--- src/rtl/cdc_event_arbiter_if.sv ---
// Bundle of request, status and toggle-handshake signals between the event
// sources / CDC destination (master side) and cdc_event_arbiter (slave side).
interface cdc_event_arbiter_if #(
  parameter int N_REQ = 4
);
  localparam int ID_W = $clog2(N_REQ);

  logic [N_REQ-1:0] req_pulse;
  logic [N_REQ-1:0] pending;
  logic [N_REQ-1:0] overflow;
  logic [ID_W-1:0]  xfer_id;
  logic             xfer_toggle;
  logic             ack_toggle;
  logic [N_REQ-1:0] done;
  logic             busy;

  modport slave (
    input  req_pulse,
    input  ack_toggle,
    output pending,
    output overflow,
    output xfer_id,
    output xfer_toggle,
    output done,
    output busy
  );

  modport master (
    output req_pulse,
    output ack_toggle,
    input  pending,
    input  overflow,
    input  xfer_id,
    input  xfer_toggle,
    input  done,
    input  busy
  );
endinterface

--- src/rtl/cdc_event_arbiter.sv ---
// Shares one two-phase toggle CDC channel between N_REQ single-cycle event
// sources. Events latch into pending bits, a round-robin arbiter picks one,
// its ID is presented as bundled data for a full cycle before xfer_toggle
// flips, and the next event waits until the destination echoes the toggle.
// SYNC_STAGES must be at least 2.
module cdc_event_arbiter #(
  parameter int N_REQ       = 4,
  parameter int SYNC_STAGES = 2
) (
  input  logic               clk,
  input  logic               rst,
  cdc_event_arbiter_if.slave bus
);
  localparam int ID_W = $clog2(N_REQ);

  typedef enum logic [1:0] {
    IDLE  = 2'd0,
    SETUP = 2'd1,
    WAIT  = 2'd2
  } state_t;

  state_t             state_q, state_d;
  logic [N_REQ-1:0]   pending_q, pending_d;
  logic [N_REQ-1:0]   overflow_q, overflow_d;
  logic [N_REQ-1:0]   done_q, done_d;
  logic [ID_W-1:0]    xfer_id_q, xfer_id_d;
  logic [ID_W-1:0]    rr_ptr_q, rr_ptr_d;
  logic               toggle_q, toggle_d;
  logic [SYNC_STAGES-1:0] ack_sync_q;
  logic               ack_sync;

  logic [2*N_REQ-1:0] pend_dbl;
  logic [N_REQ-1:0]   pend_rot;
  logic [N_REQ-1:0]   grant;
  logic [ID_W-1:0]    win;
  logic               found;

  assign ack_sync = ack_sync_q[SYNC_STAGES-1];

  // Bring the destination's echo toggle into the clk domain.
  always_ff @(posedge clk or posedge rst) begin
    if (rst) begin
      ack_sync_q <= '0;
    end else begin
      ack_sync_q <= {ack_sync_q[SYNC_STAGES-2:0], bus.ack_toggle};
    end
  end

  // Round-robin search: rotate pending so rr_ptr sits at bit 0, take the
  // first set bit, then map the offset back to a source index.
  always_comb begin
    int s;
    pend_dbl = {pending_q, pending_q} >> rr_ptr_q;
    pend_rot = pend_dbl[N_REQ-1:0];
    found    = 1'b0;
    win      = '0;
    s        = 0;
    for (int k = 0; k < N_REQ; k++) begin
      if (!found && pend_rot[k]) begin
        found = 1'b1;
        s     = int'(rr_ptr_q) + k;
        if (s >= N_REQ) s = s - N_REQ;
        win   = ID_W'(s);
      end
    end
  end

  // Next-state logic for the handshake FSM and the pending/overflow bits.
  always_comb begin
    state_d   = state_q;
    xfer_id_d = xfer_id_q;
    toggle_d  = toggle_q;
    rr_ptr_d  = rr_ptr_q;
    done_d    = '0;
    grant     = '0;
    case (state_q)
      IDLE: begin
        if (found) begin
          grant     = N_REQ'(1) << win;
          xfer_id_d = win;
          rr_ptr_d  = (win == ID_W'(N_REQ - 1)) ? '0 : win + 1'b1;
          state_d   = SETUP;
        end
      end
      SETUP: begin
        // xfer_id has now been stable for a full cycle; publish the event.
        toggle_d = ~toggle_q;
        state_d  = WAIT;
      end
      WAIT: begin
        if (ack_sync == toggle_q) begin
          done_d  = N_REQ'(1) << xfer_id_q;
          state_d = IDLE;
        end
      end
      default: begin
        state_d = IDLE;
      end
    endcase
    // A request arriving in its own grant cycle is a fresh event, not a merge.
    pending_d  = (pending_q & ~grant) | bus.req_pulse;
    overflow_d = bus.req_pulse & pending_q & ~grant;
  end

  // State and output registers.
  always_ff @(posedge clk or posedge rst) begin
    if (rst) begin
      state_q    <= IDLE;
      pending_q  <= '0;
      overflow_q <= '0;
      done_q     <= '0;
      xfer_id_q  <= '0;
      rr_ptr_q   <= '0;
      toggle_q   <= 1'b0;
    end else begin
      state_q    <= state_d;
      pending_q  <= pending_d;
      overflow_q <= overflow_d;
      done_q     <= done_d;
      xfer_id_q  <= xfer_id_d;
      rr_ptr_q   <= rr_ptr_d;
      toggle_q   <= toggle_d;
    end
  end

  assign bus.pending     = pending_q;
  assign bus.overflow    = overflow_q;
  assign bus.done        = done_q;
  assign bus.xfer_id     = xfer_id_q;
  assign bus.xfer_toggle = toggle_q;
  assign bus.busy        = (state_q != IDLE);
endmodule

--- src/flat_wrapper.sv ---
// flat-port wrapper written by rule: the top's interface ports become plain ports
module cdc_event_arbiter_flat 
#(
  parameter int N_REQ       = 4,
  parameter int SYNC_STAGES = 2
)
  (clk, rst, bus_req_pulse, bus_ack_toggle, bus_pending, bus_overflow, bus_xfer_id, bus_xfer_toggle, bus_done, bus_busy);
  cdc_event_arbiter_if #(.N_REQ(N_REQ)) bus_i ();
  input  logic clk;
  input  logic rst;
  input wire logic [$bits(bus_i.req_pulse)-1:0] bus_req_pulse;
  input wire logic [$bits(bus_i.ack_toggle)-1:0] bus_ack_toggle;
  output wire logic [$bits(bus_i.pending)-1:0] bus_pending;
  output wire logic [$bits(bus_i.overflow)-1:0] bus_overflow;
  output wire logic [$bits(bus_i.xfer_id)-1:0] bus_xfer_id;
  output wire logic [$bits(bus_i.xfer_toggle)-1:0] bus_xfer_toggle;
  output wire logic [$bits(bus_i.done)-1:0] bus_done;
  output wire logic [$bits(bus_i.busy)-1:0] bus_busy;
  assign bus_i.req_pulse = bus_req_pulse;
  assign bus_i.ack_toggle = bus_ack_toggle;
  assign bus_pending = bus_i.pending;
  assign bus_overflow = bus_i.overflow;
  assign bus_xfer_id = bus_i.xfer_id;
  assign bus_xfer_toggle = bus_i.xfer_toggle;
  assign bus_done = bus_i.done;
  assign bus_busy = bus_i.busy;
  cdc_event_arbiter #(.N_REQ(N_REQ), .SYNC_STAGES(SYNC_STAGES)) u_core (.clk(clk), .rst(rst), .bus(bus_i));
endmodule
--- config.mk ---
export PLATFORM = sky130hd
export DESIGN_NAME = cdc_event_arbiter_flat
export DESIGN_NICKNAME = d
export VERILOG_FILES = /design/src/rtl/cdc_event_arbiter_if.sv /design/src/rtl/cdc_event_arbiter.sv /design/src/flat_wrapper.sv
export SDC_FILE = /design/constraint.sdc
export NUM_CORES = 1
export LEC_CHECK = 0
export ABC_AREA = 1
export ABC_CLOCK_PERIOD_IN_PS = 2100
export CORE_UTILIZATION = 50
export DETAILED_ROUTE_END_ITERATION = 6
export PLACE_DENSITY_LB_ADDON = 0.3
export SLEW_MARGIN = 20
export SYNTH_ARGS = -nofsm -noshare
export SYNTH_HDL_FRONTEND = slang
export SYNTH_SLANG_ARGS = --single-unit
export TNS_END_PERCENT = 5
--- constraint.sdc ---
create_clock -name clk -period 2.1 [get_ports clk]
set_input_delay 0.63 -clock clk [delete_from_list [all_inputs] [get_ports clk]]
set_output_delay 0.63 -clock clk [all_outputs]
set_load 0.02 [all_outputs]
==> summary by stage, run 1 <==
Power and ir drop
For this design the static power due to leakage is 0.767 nW. Per report_power, the sequential group accounts for 31.0% of the total. The proportion of power drawn by combinational gates is 60.3%.

The portion of total power attributed to the clock network is 8.7%. The power density over cell area is 1640 nW/µm². Net switching is 48.9% of the power.

VDD sags by at most 0.000913 V. The switching power is 1.13 mW. The cell-internal power is 1.18 mW.

Synth
After synthesis the netlist holds a flip-flop and latch count of 21. The cell area that synthesis handed to floorplanning was 1120 µm². The sequential share of the synthesized area is 46.8%.

The synthesized instance count is 131. Among all flip-flop cells after synthesis, the most frequent one is dfrtp_1. The synthesized netlist contains 26 unique library cells. The number of enable-type register cells in the synthesized netlist is 0. Sorting the synthesized cells by area gives the leading types as dfrtp_1, nand2_1, inv_1, nand3_1, ha_1. The post-synthesis area per instance is 8.58 µm². For this run, the number of Yosys warnings is 0. The post-synth net total is 142.

Counting flops with an async set or reset pin after synthesis yields a share of 100%. The share of synthesized area in the top cell type comes to 46.8%. The cell taking the most area after synthesis is dfrtp_1.

Placement
The number of port buffers is 22. The placer's final routability congestion estimate is 0.759. The cell count after placement is 180. After legalization and detailed placement, the total HPWL measured 1.62 mm.

Drt
After the first detailed-routing iteration, the DRC count stood at 17. The number of vias in the routed layout is 913. The detail route stage leaves a number of antenna-violating nets equal to 0. For this block, the routed nets add up to 2.05 mm of wire. Dividing the detail-routed wire length by the instance count gives 11.1 µm. Using the TritonRoute via totals, the vias-per-cell ratio works out to 4.96. The number of search-and-repair iterations in the first detailed-routing pass is 4. For this run, design rule violations remaining after detail routing come to 0.

Flow run
The number of maximum-capacitance constraint violations is 0.

Final layout
The area growth from synthesis to layout is 25.4%. The count of non-filler cells in the finished layout is 184. The library cell used most frequently in the layout, excluding fill and tap cells, is nand2_1.

The count of antenna diodes in the layout is 0. The net count reported at finish is 169. Cells with a size suffix above 1 make up 20.4% of the layout.

In the layout the commonest cells are nand2_1, clkdlybuf4s50_1, inv_1, dfrtp_1, nand3_1. Measured on the finished design, the core utilization comes to 69.0%.

Timing
The final setup violation count is 0. The final hold violation count was 0. Setup repair after global routing left no endpoint under its margin. The count of final max-slew check failures came to 0. The worst hold margin is 0.373 ns. The clock arrives with 0.0132 ns of skew. After routing, the total negative slack on setup checks comes to 0 ns. The portion of the clock cycle consumed by the worst path in the final layout is 98.0%.

The shortest period the worst path allows is 2.06 ns. Derived from the worst setup path, the maximum achievable clock frequency is 486 MHz. For the pin with the worst max-slew slack, the measured transition is 0.284 ns.

The worst slew margin relative to its limit is 80.9%.

Setup path
In this design, the largest share of critical-path delay is due to buffers and inverters. The largest single stage delay on the critical path is 0.64 ns. The data arrival time of the worst path is 1.43 ns.

The number of buffers and inverters on the critical path is 1. The worst setup path is launched from a flop. By startpoint and endpoint, the worst setup path is classified as flop to output pin.

The slowest stage cell on the critical path is clkdlybuf4s50_1. The type of element capturing the critical path is an output pin. The maximum fanout along the worst path is 5. For the worst setup path, the data required time is 1.47 ns. The critical path goes through clkdlybuf4s50_1.

CTS
Clock latency on the worst-skew pair, taken at its later pin, is 0.32 ns. The clock passes through at most 2 buffers. The post-CTS clock slew at the launch and capture registers of the worst setup and hold paths is 0.13 ns. The tree is rooted in a clkbuf_4. Buffers inserted to repair hold after CTS numbered 0. The number of clock buffers added by TritonCTS is 3. In this run the number of H-tree levels came out at 1.

TritonCTS built the clock tree. For this design, the sink count on the clock tree is 21.

Floorplan
The floorplan step set the die height to 49.4 µm. The die span in x is 49.4 µm. Pin placement for this block handled 23 I/O pins.

The starting utilization of the core area is 55.0%. The region available for standard cell placement spans 2040 µm². The cell row count is 16.

The full die area is 2440 µm².

Global routing
Entering global routing, the biggest net connects 22 pins. The initial antenna violation count is 0. The number of global-route vias before repair is 847.

Global routing finished with a remaining overflow of 0. Global routing used 19.4% of the available tracks across all layers. The first global-routing pass estimated 3.53 mm of wire.

Status
The flow ran to the end, and the final reports show no timing, DRC or antenna violations.

Min path
The path class of the lowest-slack min-delay path is flop to flop.
## registers in the layout, summed over array words and instances (netlist names)
signal,flops
u_core.ack_sync_q,2
u_core.bus.done,4
u_core.bus.overflow,4
u_core.bus.pending,4
u_core.bus.xfer_id,2
u_core.bus.xfer_toggle,1
u_core.rr_ptr_q,2
u_core.state_q,2
## layer usage
metal  up-vias  track usage [%]  share of wire, %
met3         3             4.05               4.6
li1        457                -                 -
met5         -                0                 0
met1       430             22.7                43
met4         0             7.14               1.4
met2        23             34.7                51
## cell usage after synthesis (2+ instances only)
cell     number
nand2_1      28
dfrtp_1      21
inv_1        20
nand3_1      15
nand2_2       8
ha_1          4
inv_2         4
nor2_1        4
nor4_1        4
nand2_4       3
o21ai_1       3
nor2_2        2
xnor2_1       2
## path summary, 6_finish.rpt
kind,cells after the start,end,slack (ns),from
worst max-delay path,1,bus_pending[3],0.04,u_core.bus.pending[3]
worst min register to register,0,u_core.ack_sync_q[1],0.37,u_core.ack_sync_q[0]
worst min-delay path,0,u_core.ack_sync_q[1],0.37,u_core.ack_sync_q[0]
min in group asynchronous,3,u_core.bus.pending[1],0.63,rst
worst max register to register,12,u_core.rr_ptr_q[1],0.19,u_core.rr_ptr_q[0]
max in group asynchronous,3,u_core.rr_ptr_q[0],1.25,rst
## cell type report
class	count	area (µm²)
clock buffer	3	22.5
clock inverter	1	5.00
fill	173	633
inverter	26	105
multi-input combinational	82	477
sequential	21	528
tap	27	33.8
timing repair buffer	24	238
## worst register-to-register path: stages, from the launching register on
cell and delay, ns:
dfrtp_2 0.51, inv_6 0.11, nand2_2 0.05, nand3_1 0.09
nand2_2 0.11, nor2_2 0.13, nand3b_1 0.11, nand2_1 0.09
nand2_1 0.11, inv_1 0.07, ha_1 0.29, nand2_1 0.09
o21ai_2 0.05
## power groups by stage
stage	registers, mW	clock network, mW	logic [mW]
floorplan	0.783	0	0.917
global placement	0.710	0	1.34
detailed placement	0.720	0	1.40
CTS	0.712	0.204	1.41
global route	0.737	0.222	1.58
finish	0.717	0.201	1.40
## logic make-up (layout without fill, tap and decap cells)
kind of cell / after synthesis / in the layout / synth area share, %
AND/OR/NAND/NOR: 69 / 69 / 32.4
buffers and inverters: 28 / 54 / 11.0
flip-flops: 21 / 21 / 46.8
AO/OA/AOI/OAI: 6 / 6 / 3.01
adder cells (fa/ha/maj): 4 / 4 / 4.45
XOR/XNOR: 3 / 3 / 2.34
## repair_timing
item | CTS | global route
setup buffers | 0 | 0
setup endpoints to repair | 0 | 10
resized for setup | 0 | 4
## metrics by stage
stage / worst slack (ns) / cell area (µm²) / power, mW
after CTS: 0.0177 / 1400 / 2.32
final: 0.0427 / 1410 / 2.32
after global placement: 0.235 / 1370 / 2.05
after global routing: 0.00199 / 1410 / 2.54
after floorplan: 0.356 / 1120 / 1.70
after detailed placement: 0.117 / 1370 / 2.12
Power figures use the tool's default switching activity.
==> run 2, diff against run 1 <==
--- a/config.mk
+++ b/config.mk
@@ -7,6 +7,7 @@
 export LEC_CHECK = 0
 export ABC_AREA = 1
 export ABC_CLOCK_PERIOD_IN_PS = 2100
+export CORE_MARGIN = 3
 export CORE_UTILIZATION = 50
 export DETAILED_ROUTE_END_ITERATION = 6
 export PLACE_DENSITY_LB_ADDON = 0.3
==> run 2 against run 1 <==
Net effect:
- global-route usage decreased by 2.1 points
- power shrank 0.20%
- largest cell class unchanged
- count of clock-buffer cells in the layout did not move
- sequential cell count unchanged
- worst setup slack better by 0.023 ns
- critical path depth unchanged
- design area stayed put
- final cell count is the same
- clock skew decreased by 0.011 ns
- non-clock buffer count unchanged
- fmax rose by 1.1%
==> summary by stage, run 2 (synthesis gave the netlist of run 1 again) <==
Status
The flow ran to the end, and the final reports show no timing, DRC or antenna violations.

Timing
The accumulated negative setup slack is 0 ns (unchanged). The maximum clock skew at final layout came to 0.00221 ns (-0.0110 ns). The final hold violation count is 0 (unchanged).

The count of final max-slew check failures is 0 (unchanged). The worst hold margin is 0.366 ns (-0.00744 ns). The setup slack after layout was 0.0660 ns (+0.0233 ns). The shortest period the worst path allows is 2.03 ns (-0.0233 ns). Setup repair after global routing left no endpoint under its margin. The pin slew with the least headroom to its limit is 0.307 ns (+0.0234 ns).

The highest attainable clock frequency came to 492 MHz (+1.1%). The final setup violation count was 0 (unchanged). The portion of the clock cycle consumed by the worst path in the final layout came to 96.9% (-1.1 points). The worst slew margin relative to its limit was 79.4% (-1.5 points).

Setup path
The depth of the critical timing path with buffers and inverters included is 1 (unchanged). The worst stage delay on the critical path was 0.64 ns (about the same). The cell family contributing the most delay on the critical path is buffers and inverters. The data arrival time of the worst path is 1.40 ns (-0.03 ns).

The critical path is of the flop to output pin type. The type of element capturing the critical path is an output pin. The register-to-register setup slack is 0.19 ns (about the same). The count of cells along the worst register-to-register path is 12 (unchanged). Following the worst setup path forward leads to its endpoint at bus_pending[1].

The number of buffers and inverters on the critical path was 1 (unchanged). The end of the worst register-to-register path is u_core.rr_ptr_q[1]. The start point of the critical path is u_core.bus.pending[1]. The critical path goes through clkdlybuf4s50_1. The required time reported for the critical path endpoint is 1.47 ns (about the same). The maximum fanout along the worst path came to 5 (unchanged). The nature of the critical path startpoint is a flop. On the critical path, the stage with the largest delay is an instance of clkdlybuf4s50_1.

In this run the critical register-to-register path is launched from u_core.rr_ptr_q[0].

Power and ir drop
The maximum vdd ir drop is 0.000929 V (+1.8%). The power density over cell area came to 1640 nW/µm² (-0.20%). The switching power is 1.13 mW (-0.36%). The net switching share of the total power came to 48.8% (-0.080 points). The cell-internal power is 1.18 mW (about the same). The leakage power summed over all cells is 0.763 nW (-0.47%).

The portion of total power attributed to the clock network is 8.7% (about the same). The total power consumption of the routed design came to 2.31 mW (-0.20%). The proportion of power drawn by combinational gates is 60.3% (about the same). The part of the power in registers is 31.1% (about the same).

CTS
The clock network latency to the later pin of the worst-skew pair is 0.30 ns (-0.02 ns). The post-cts resize count is 0 (unchanged). The count of clock tree sinks came to 21 (unchanged). The root buffer cell chosen for the clock tree is clkbuf_4. The number of setup buffers added after CTS is 0 (unchanged). The post-CTS clock slew at the launch and capture registers of the worst setup and hold paths is 0.12 ns (about the same). The hold buffer count at CTS came to 0 (unchanged). The maximum level of the CTS H-tree is 1 (unchanged). The number of buffers on the longest clock path came to 2 (unchanged). TritonCTS built the clock tree. The total clock buffers created by CTS came to 3 (unchanged).

Final layout
The final standard cell utilization of the core came to 69.0% (unchanged). The net count reported at finish is 169 (unchanged). The area growth from synthesis to layout was 25.4% (unchanged). The most common cell after layout, fill and taps aside is nand2_1. The count of non-filler cells in the finished layout is 184 (unchanged). The area of all placed cells without fillers is 1410 µm² (unchanged). The number of filler instances in the final layout was 163 (-5.8%). The proportion of layout cells with a drive suffix above 1 is 19.7% (-0.64 points). The count of antenna diodes in the layout is 0 (unchanged). The library cells used most frequently in the layout, excluding fill and tap cells, are nand2_1, clkdlybuf4s50_1, inv_1, dfrtp_1, nand3_1.

Placement
The placed wire-length estimate after detailed placement is 1.64 mm (+0.99%). The pre-CTS setup slack came to 0.135 ns (+0.0180 ns). The area of placed instances was 1370 µm² (unchanged). The cell count after placement is 180 (unchanged).

The number of port buffers was 22 (unchanged). The placer's final routability congestion estimate came to 0.754 (-0.66%).

Drt
The violation count after the first detailed-routing iteration is 13 (-4). The ratio of routed vias to standard cells was 4.95 (-0.22%). The wire length per cell after detailed routing is 11.2 µm (+0.44%).

The number of vias in the routed layout is 911 (-0.22%). The total DRC errors in the routed layout is 0 (unchanged). The detailed-route wire length is 2.06 mm (+0.44%). The number of search-and-repair iterations in the first detailed-routing pass is 4 (unchanged). The remaining number of nets flagged by the antenna check after routing is 0 (unchanged).

Global routing
The global-route wire length before repair was 3.62 mm (+2.5%). The largest net degree at the start of global routing is 22 (unchanged). The total global routing track utilization is 17.3% (-2.1 points). The initial antenna violation count is 0 (unchanged).

The number of global-route vias before repair is 920 (+8.6%). The remaining global-route overflow is 0 (unchanged).

Floorplan
The full die area came to 2850 µm² (+17%). The cell row count is 16 (unchanged). The starting utilization of the core area is 55.0% (unchanged).

The die span in x came to 53.4 µm (+8.1%). The height of the die is 53.4 µm (+8.1%). The I/O pin total is 23 (unchanged).

The standard cell core area is 2040 µm² (unchanged).

Flow run
The number of maximum-capacitance constraint violations is 0 (unchanged).

Min path
The tightest min-delay check is of the flop to flop type.
## run 2: changes by cell type in the layout (fill, tap and decap cells not counted), sizes merged
cell and delta:
clkinv -1, clkinvlp +1
## run 2: area by class of cell
class | instances | area [µm²] | area share (%)
repair buffers | 24 | 238 | 16.9
multi-input cells | 82 | 474 | 33.7
well taps | 27 | 33.8 | 2.40
clock buffers | 3 | 22.5 | 1.60
inverters | 26 | 105 | 7.46
flip-flops and latches | 21 | 528 | 37.5
clock inverters | 1 | 7.51 | 0.533
## run 2: worst reg2reg max path, cell delays in order, from the launching register on
cell and delay, ns:
dfrtp_2 0.51, inv_6 0.11, nand2_2 0.06, nand3_1 0.08, nand2_2 0.10, nor2_1 0.13, nand3b_1 0.12, nand2_1 0.08
nand2_1 0.12, inv_1 0.08, ha_1 0.29, nand2_1 0.08, o21ai_2 0.05
## run 2: power groups by stage
| stage | Clock (mW) | Sequential, mW | Combinational [mW] |
|---|---|---|---|
| 2_1_floorplan | 0 | 0.783 | 0.917 |
| 3_3_place_gp | 0 | 0.711 | 1.35 |
| 3_5_place_dp | 0 | 0.724 | 1.40 |
| 4_1_cts | 0.204 | 0.714 | 1.41 |
| 5_1_grt | 0.226 | 0.741 | 1.56 |
| 6_report | 0.200 | 0.718 | 1.39 |
## run 2: worst min path at each step
| stage | from | endpoint | cells past startpoint |
|---|---|---|---|
| detailed placement | u_core.ack_sync_q[0] | u_core.ack_sync_q[1] | 0 |
| finish | u_core.ack_sync_q[0] | u_core.ack_sync_q[1] | 0 |
| floorplan | u_core.ack_sync_q[0] | u_core.ack_sync_q[1] | 0 |
| global placement | u_core.ack_sync_q[0] | u_core.ack_sync_q[1] | 0 |
| global route | u_core.ack_sync_q[0] | u_core.ack_sync_q[1] | 0 |
| CTS | u_core.ack_sync_q[0] | u_core.ack_sync_q[1] | 0 |
## run 2: routing by layer
layer | vias up | GRT usage, % | routed length [µm]
li1 | 455 | - | -
met1 | 422 | 18.8 | 904
met2 | 32 | 31.8 | 987
met3 | 2 | 5.92 | 156
met4 | 0 | 3.83 | 8
met5 | - | 0 | 0
